--- src/rtl/ddr_pkg.sv ---
// Shared types and widths for the rhythm-game spawn scheduler.
//   game_state_t : top-level game FSM encoding (IDLE/PLAY/WON/LOST)
//   COLS         : number of note columns
//   SCORE_W      : width of the running score
//   COUNT_W      : width of miss count and light speed
//   popcount4    : number of set bits in a column vector
package ddr_pkg;

    typedef enum logic [1:0] {
        IDLE = 2'd0,
        PLAY = 2'd1,
        WON  = 2'd2,
        LOST = 2'd3
    } game_state_t;

    localparam int COLS    = 4;
    localparam int SCORE_W = 8;
    localparam int COUNT_W = 4;

    function automatic logic [2:0] popcount4(input logic [COLS-1:0] v);
        return {2'b00, v[0]} + {2'b00, v[1]} + {2'b00, v[2]} + {2'b00, v[3]};
    endfunction

endpackage

--- src/rtl/spawn_scheduler_if.sv ---
// Game-side bus between the column logic and the spawn scheduler.
//   start       : one-cycle request to begin or leave a game
//   hit/empty/miss : per-column one-cycle event pulses from the columns
//   spawn       : per-column one-cycle spawn pulse, at most one bit set
//   light_speed : speed setting broadcast to all columns
//   score, misses, game_state : game status
// master = column/player side, slave = scheduler.
interface spawn_scheduler_if;
    import ddr_pkg::*;

    logic                start;
    logic [COLS-1:0]     hit;
    logic [COLS-1:0]     empty;
    logic [COLS-1:0]     miss;
    logic [COLS-1:0]     spawn;
    logic [COUNT_W-1:0]  light_speed;
    logic [SCORE_W-1:0]  score;
    logic [COUNT_W-1:0]  misses;
    game_state_t         game_state;

    modport master (
        output start, hit, empty, miss,
        input  spawn, light_speed, score, misses, game_state
    );

    modport slave (
        input  start, hit, empty, miss,
        output spawn, light_speed, score, misses, game_state
    );

endinterface

--- src/rtl/lfsr8.sv ---
// 8-bit Fibonacci LFSR, taps 8,6,5,4, shifting left with feedback into bit 0.
//   clk   : clock
//   reset : synchronous active-high, loads SEED (must be nonzero)
//   en    : advance one step this cycle
//   q     : current register value
module lfsr8 #(
    parameter logic [7:0] SEED = 8'hA5
) (
    input  logic       clk,
    input  logic       reset,
    input  logic       en,
    output logic [7:0] q
);

    always_ff @(posedge clk) begin
        if (reset) begin
            q <= SEED;
        end else if (en) begin
            q <= {q[6:0], q[7] ^ q[5] ^ q[4] ^ q[3]};
        end
    end

endmodule

--- src/rtl/spawn_scheduler.sv ---
// Game controller: runs the IDLE/PLAY/WON/LOST FSM, spawns lights on a
// pseudo-random column every SPAWN_GAP cycles while playing, and keeps
// score, miss count and light speed.
//   clk   : clock, all logic on posedge
//   reset : synchronous active-high reset
//   bus   : spawn_scheduler_if slave (start/hit/empty/miss in,
//           spawn/light_speed/score/misses/game_state out)
// LEVEL_HITS is expected to be at least COLS so one cycle of hits can
// cross at most one level boundary.
module spawn_scheduler
    import ddr_pkg::*;
#(
    parameter int         SPAWN_GAP  = 32,
    parameter logic [7:0] LFSR_SEED  = 8'hA5,
    parameter int         WIN_SCORE  = 200,
    parameter int         MAX_MISSES = 8,
    parameter int         LEVEL_HITS = 16
) (
    input  logic             clk,
    input  logic             reset,
    spawn_scheduler_if.slave bus
);

    localparam int GAP_W   = (SPAWN_GAP > 1) ? $clog2(SPAWN_GAP) : 1;
    localparam int TALLY_W = $clog2(LEVEL_HITS + COLS + 1);

    localparam logic [GAP_W-1:0]   GAP_RELOAD = GAP_W'(SPAWN_GAP - 1);
    localparam logic [TALLY_W-1:0] TALLY_WRAP = TALLY_W'(LEVEL_HITS);
    localparam logic [SCORE_W-1:0] WIN_LIMIT  = SCORE_W'(WIN_SCORE);
    localparam logic [COUNT_W-1:0] MISS_LIMIT = COUNT_W'(MAX_MISSES);

    game_state_t         state;
    game_state_t         state_next;
    logic [7:0]          lfsr_q;
    logic [GAP_W-1:0]    gap_cnt;
    logic [1:0]          prev_col;
    logic [1:0]          cand_col;
    logic [1:0]          spawn_col;
    logic [TALLY_W-1:0]  tally;
    logic [TALLY_W-1:0]  tally_sum;
    logic                level_up;
    logic [2:0]          hit_cnt;
    logic [2:0]          empty_cnt;
    logic [2:0]          miss_cnt;
    logic signed [9:0]   score_sum;

    function automatic logic [SCORE_W-1:0] sat_score(input logic signed [9:0] v);
        if (v < 10'sd0) begin
            return '0;
        end else if (v > 10'sd255) begin
            return '1;
        end
        return v[SCORE_W-1:0];
    endfunction

    function automatic logic [COUNT_W-1:0] sat_count(input logic [COUNT_W-1:0] a,
                                                      input logic [COUNT_W-1:0] b);
        logic [COUNT_W:0] s;
        s = {1'b0, a} + {1'b0, b};
        return s[COUNT_W] ? '1 : s[COUNT_W-1:0];
    endfunction

    lfsr8 #(.SEED(LFSR_SEED)) u_lfsr (
        .clk   (clk),
        .reset (reset),
        .en    (state == PLAY),
        .q     (lfsr_q)
    );

    assign bus.game_state = state;

    // Loss is tested first so a simultaneous win/loss ends as LOST.
    always_comb begin
        state_next = state;
        case (state)
            IDLE:      if (bus.start) state_next = PLAY;
            PLAY: begin
                if (bus.misses >= MISS_LIMIT) begin
                    state_next = LOST;
                end else if (bus.score >= WIN_LIMIT) begin
                    state_next = WON;
                end
            end
            WON, LOST: if (bus.start) state_next = IDLE;
            default:   state_next = IDLE;
        endcase
    end

    // The whole score delta is applied in one signed step before clamping,
    // so a hit and a miss on the same cycle net out before saturation.
    always_comb begin
        hit_cnt   = popcount4(bus.hit);
        empty_cnt = popcount4(bus.empty);
        miss_cnt  = popcount4(bus.miss);
        score_sum = $signed({2'b00, bus.score})
                  + $signed({7'b0, hit_cnt})
                  - $signed({7'b0, empty_cnt})
                  - $signed({6'b0, miss_cnt, 1'b0});
        tally_sum = tally + TALLY_W'(hit_cnt);
        level_up  = (tally_sum >= TALLY_WRAP);
        // Never spawn the same column twice in a row.
        cand_col  = lfsr_q[1:0];
        spawn_col = (cand_col == prev_col) ? cand_col + 2'd1 : cand_col;
    end

    always_ff @(posedge clk) begin
        if (reset) begin
            state           <= IDLE;
            bus.spawn       <= '0;
            bus.score       <= '0;
            bus.misses      <= '0;
            bus.light_speed <= '0;
            tally           <= '0;
            prev_col        <= '0;
            gap_cnt         <= GAP_RELOAD;
        end else begin
            state     <= state_next;
            bus.spawn <= '0;
            if (state == IDLE && bus.start) begin
                bus.score       <= '0;
                bus.misses      <= '0;
                bus.light_speed <= '0;
                tally           <= '0;
                gap_cnt         <= GAP_RELOAD;
            end else if (state == PLAY) begin
                bus.score  <= sat_score(score_sum);
                bus.misses <= sat_count(bus.misses, {1'b0, miss_cnt});
                // tally holds hits modulo LEVEL_HITS; a wrap is a level crossing.
                if (level_up) begin
                    tally           <= tally_sum - TALLY_WRAP;
                    bus.light_speed <= sat_count(bus.light_speed, COUNT_W'(1));
                end else begin
                    tally <= tally_sum;
                end
                if (gap_cnt == '0) begin
                    bus.spawn <= 4'b0001 << spawn_col;
                    prev_col  <= spawn_col;
                    gap_cnt   <= GAP_RELOAD;
                end else begin
                    gap_cnt <= gap_cnt - GAP_W'(1);
                end
            end
        end
    end

endmodule

--- src/flat_wrapper.sv ---
// flat-port wrapper written by rule: the top's interface ports become plain ports
module spawn_scheduler_flat import ddr_pkg::*;
#(
    parameter int         SPAWN_GAP  = 32,
    parameter logic [7:0] LFSR_SEED  = 8'hA5,
    parameter int         WIN_SCORE  = 200,
    parameter int         MAX_MISSES = 8,
    parameter int         LEVEL_HITS = 16
)
  (clk, reset, bus_start, bus_hit, bus_empty, bus_miss, bus_spawn, bus_light_speed, bus_score, bus_misses, bus_game_state);
  spawn_scheduler_if bus_i ();
  input  logic clk;
  input  logic reset;
  input wire logic [$bits(bus_i.start)-1:0] bus_start;
  input wire logic [$bits(bus_i.hit)-1:0] bus_hit;
  input wire logic [$bits(bus_i.empty)-1:0] bus_empty;
  input wire logic [$bits(bus_i.miss)-1:0] bus_miss;
  output wire logic [$bits(bus_i.spawn)-1:0] bus_spawn;
  output wire logic [$bits(bus_i.light_speed)-1:0] bus_light_speed;
  output wire logic [$bits(bus_i.score)-1:0] bus_score;
  output wire logic [$bits(bus_i.misses)-1:0] bus_misses;
  output wire logic [$bits(bus_i.game_state)-1:0] bus_game_state;
  assign bus_i.start = bus_start;
  assign bus_i.hit = bus_hit;
  assign bus_i.empty = bus_empty;
  assign bus_i.miss = bus_miss;
  assign bus_spawn = bus_i.spawn;
  assign bus_light_speed = bus_i.light_speed;
  assign bus_score = bus_i.score;
  assign bus_misses = bus_i.misses;
  assign bus_game_state = bus_i.game_state;
  spawn_scheduler #(.SPAWN_GAP(SPAWN_GAP), .LFSR_SEED(LFSR_SEED), .WIN_SCORE(WIN_SCORE), .MAX_MISSES(MAX_MISSES), .LEVEL_HITS(LEVEL_HITS)) u_core (.clk(clk), .reset(reset), .bus(bus_i));
endmodule
--- config.mk ---
export PLATFORM = sky130hd
export DESIGN_NAME = spawn_scheduler_flat
export DESIGN_NICKNAME = d
export VERILOG_FILES = /design/src/rtl/ddr_pkg.sv /design/src/rtl/spawn_scheduler_if.sv /design/src/rtl/lfsr8.sv /design/src/rtl/spawn_scheduler.sv /design/src/flat_wrapper.sv
export SDC_FILE = /design/constraint.sdc
export NUM_CORES = 1
export LEC_CHECK = 0
export BUFFER_PORTS_ARGS = -buffer_cell sky130_fd_sc_hd__buf_2
export CORE_MARGIN = 2
export CORE_UTILIZATION = 45
export CTS_CLUSTER_SIZE = 14
export DETAILED_ROUTE_END_ITERATION = 6
export PLACE_DENSITY_LB_ADDON = 0.1
export SYNTH_ARGS = -nofsm -noshare
export SYNTH_HDL_FRONTEND = slang
export SYNTH_HIERARCHICAL = 1
export SYNTH_SLANG_ARGS = --single-unit
export TNS_END_PERCENT = 10
--- constraint.sdc ---
create_clock -name clk -period 5.8 [get_ports clk]
set_input_delay 1.16 -clock clk [delete_from_list [all_inputs] [get_ports clk]]
set_output_delay 1.16 -clock clk [all_outputs]
set_load 0.03 [all_outputs]
==> impl_metrics.py <==
metrics = {
    "power_and_ir_drop": {
        "cellLeakagePower_uw": 0.00140,
        "power_density_nw_per_um2": 403,
        "peakVddDrop_v": 0.000296,
    },
    "routing": {
        "wl_per_cell_um": 12.7,
        "drcViolationCount": 0,
        "first_iter_violations": 103,
        "wl_um": 5380,
        "via_per_inst": 5.25,
        "ant_nets": 0,
        "drt_pass1_iterations": 4,
        "vias": 2228,
    },
    "run_status": {
        "status": "completed",
    },
    "critical_path": {
        "cp-end-kind": "flip-flop",
        "required_ns": 5.94,
        "startpoint_type": "input pin",
        "critPathMaxFanout": 8,
        "arrival_ns": 5.43,
        "critPathKind": "input pin to flip-flop",
    },
    "timing": {
        "finalSetupTns_ns": 0,
        "finalSetupViolCount": 0,
        "finalHoldViolCount": 0,
        "fin_crit_sh_pct": 91.3,
        "rsz0062_at_grt": "false",
        "max_slew_margin_pct": 53.6,
        "tightestPinTransition_ns": 0.696,
        "fmax_mhz": 189,
        "fin_worst_skew_ns": 0.00439,
        "slew_violations": 0,
        "layout_min_cycle_time_ns": 5.29,
    },
    "logic_synthesis": {
        "synth_top_area_cell": "dfxtp_1",
        "netlist_top_cells_area": "dfxtp_1, ha_1, fa_1, a21oi_1, inv_1",
        "netlist_instances": 313,
        "synth-warning-count": 6,
        "synth_edf_count": 0,
        "ys_seq_elements": 41,
        "synth_area_per_cell_um2": 8.70,
        "yosysMostFrequentCell": "dfxtp_1",
        "async_flop_share_pct": 0,
        "ys_seq_area_share_pct": 30.1,
        "synth_nets": 369,
        "ys.flop_type": "dfxtp_1",
        "syn_area_um2": 2720,
        "synth_cell_types": 44,
        "netlist.area_leader.share_pct": 30.1,
        "netlist_top_cells_count": "dfxtp_1, inv_1, a21oi_1",
    },
    "cells_and_area": {
        "diodes": 0,
        "drive_gt1_share_pct": 15.2,
        "finalNonFillerCells": 424,
        "layout.nets": 404,
        "syn2layout_area_growth_pct": 12.0,
        "fillers": 579,
    },
    "floorplan": {
        "core_area_um2": 5890,
        "initial_core_util_pct": 46.3,
        "num_rows": 28,
        "dieArea_um2": 6690,
        "pin_count": 37,
        "die_w_um": 81.8,
        "fp.dieH_um": 81.8,
    },
    "grt": {
        "grt_pass1_wl_um": 9240,
        "grt_overflow": 0,
        "grt_pass1_vias": 2046,
        "grt_max_degree": 29,
        "grt.total_usage_pct": 17.6,
        "antenna_found_initial": 0,
    },
    "clocking": {
        "cts_tree": "done",
        "clock_latency_ns": 0.29,
        "cts_buffers": 5,
        "cts_post_setup_buffers_inserted": 0,
        "clockBufferDepth": 2,
        "cts_resized": 0,
        "cts.sinks": 41,
        "clk_pin_slew_worst_paths_ns": 0.08,
        "htree_levels": 2,
        "hold_buffers": 0,
        "root_buffer": "clkbuf_8",
    },
    "placed_design": {
        "gp_congestion": 0.734,
        "hpwlAfterDp_um": 4020,
        "dp.cells": 416,
        "portBuffers": 36,
    },
    "hold_path": {
        "min_path_type": "flip-flop to flip-flop",
    },
    "flow_run": {
        "maxCapViolCount": 0,
    },
}
[metal layers]
layer	wire length (µm)	track usage, %	share of wire (%)	vias to the layer above
li1	-	-	-	1149
met1	2710	24.0	50	1031
met2	2380	28.5	44	42
met3	220	3.30	4.1	6
met4	58	5.00	1.1	0
met5	0	0	0	-
[worst max-delay path, stage by stage]
cell       delay (ns)
buf_2            0.11
fa_1             0.47
ha_1             0.32
ha_1             0.29
ha_1             0.30
fa_1             0.49
fa_1             0.50
inv_1            0.07
fa_1             0.47
a211oi_1         0.41
nor3_2           0.09
mux2i_1          0.16
a2111oi_4        0.32
buf_4            0.21
a221oi_1         0.08
[cells by family after synthesis]
group | count (synthesis) | synth area share (%)
and+or+nand+nor | 87 | 14.7
AOI/OAI and AO/OA | 72 | 17.6
buffers and inverters | 44 | 6.43
adders and majority gates | 42 | 22.0
DFF | 41 | 30.1
xor gates and xnor gates | 16 | 5.15
muxes | 11 | 4.09
[power breakdown]
| group | switching (µW) | internal, µW | leakage [µW] |
|---|---|---|---|
| registers | 30.2 | 305 | 0.000334 |
| clock network | 98.3 | 83.0 | 0.0000439 |
| logic | 401 | 312 | 0.00102 |
[worst paths after layout]
kind	from	end	slack, ns	depth (start not counted)
setup / recovery	bus_miss[0]	u_core/bus.score[2]	0.51	15
hold / removal	u_core/tally[0]	u_core/tally[0]	0.48	2
setup reg to reg	u_core/bus.score[1]	u_core/bus.score[2]	1.80	13
hold reg to reg	u_core/tally[0]	u_core/tally[0]	0.48	2
[layout make-up]
type,instances,area (µm²),area share [%]
Multi-Input combinational cell,228,1730,56.6
Sequential cell,41,821,26.9
Timing Repair Buffer,38,195,6.40
Inverter,34,128,4.18
Tap cell,75,93.8,3.08
Clock buffer,5,68.8,2.26
Clock inverter,3,17.5,0.574
[stage by stage]
stage / instance area [µm²] / utilization [%] / power (µW) / hold WS (ns) / setup WS, ns
after floorplan: 2720 / - / 898 / 0.440 / 0.505
after global placement: 2960 / 50.4 / 1050 / 0.447 / 0.232
after detailed placement: 2960 / 50.4 / 1050 / 0.466 / 0.210
after CTS: 3050 / 51.8 / 1240 / 0.476 / 0.502
after global routing: 3050 / 51.8 / 1340 / 0.509 / 0.289
final: 3050 / 51.8 / 1230 / 0.476 / 0.506
[sequential cells by signal, summed over array words and instances, names as in the netlist]
register	cells
u_core/prev_col	2
u_core/u_lfsr/q	8
u_core/bus.spawn	4
u_core/bus.light_speed	4
u_core/bus.misses	4
u_core/bus.score	8
u_core/bus.game_state	2
u_core/gap_cnt	5
u_core/tally	4
[placed cells by master (no fill, tap or decap), types with 2 or more instances in the layout]
cell	instances
a211oi_1	6
a21o_1	7
a21oi_1	32
a221oi_1	7
a31oi_1	4
and3_1	2
buf_2	36
buf_4	2
clkbuf_8	5
clkinv_2	2
dfxtp_1	41
fa_1	10
ha_1	31
inv_1	33
mux2i_1	10
nand2_1	28
nand2b_1	3
nand3_1	11
nor2_1	25
nor3_1	7
nor4_1	2
o211ai_1	2
o21ai_0	5
or3_1	2
xnor2_1	13
xor2_1	3
No activity file was read; power rests on OpenSTA's default activity.
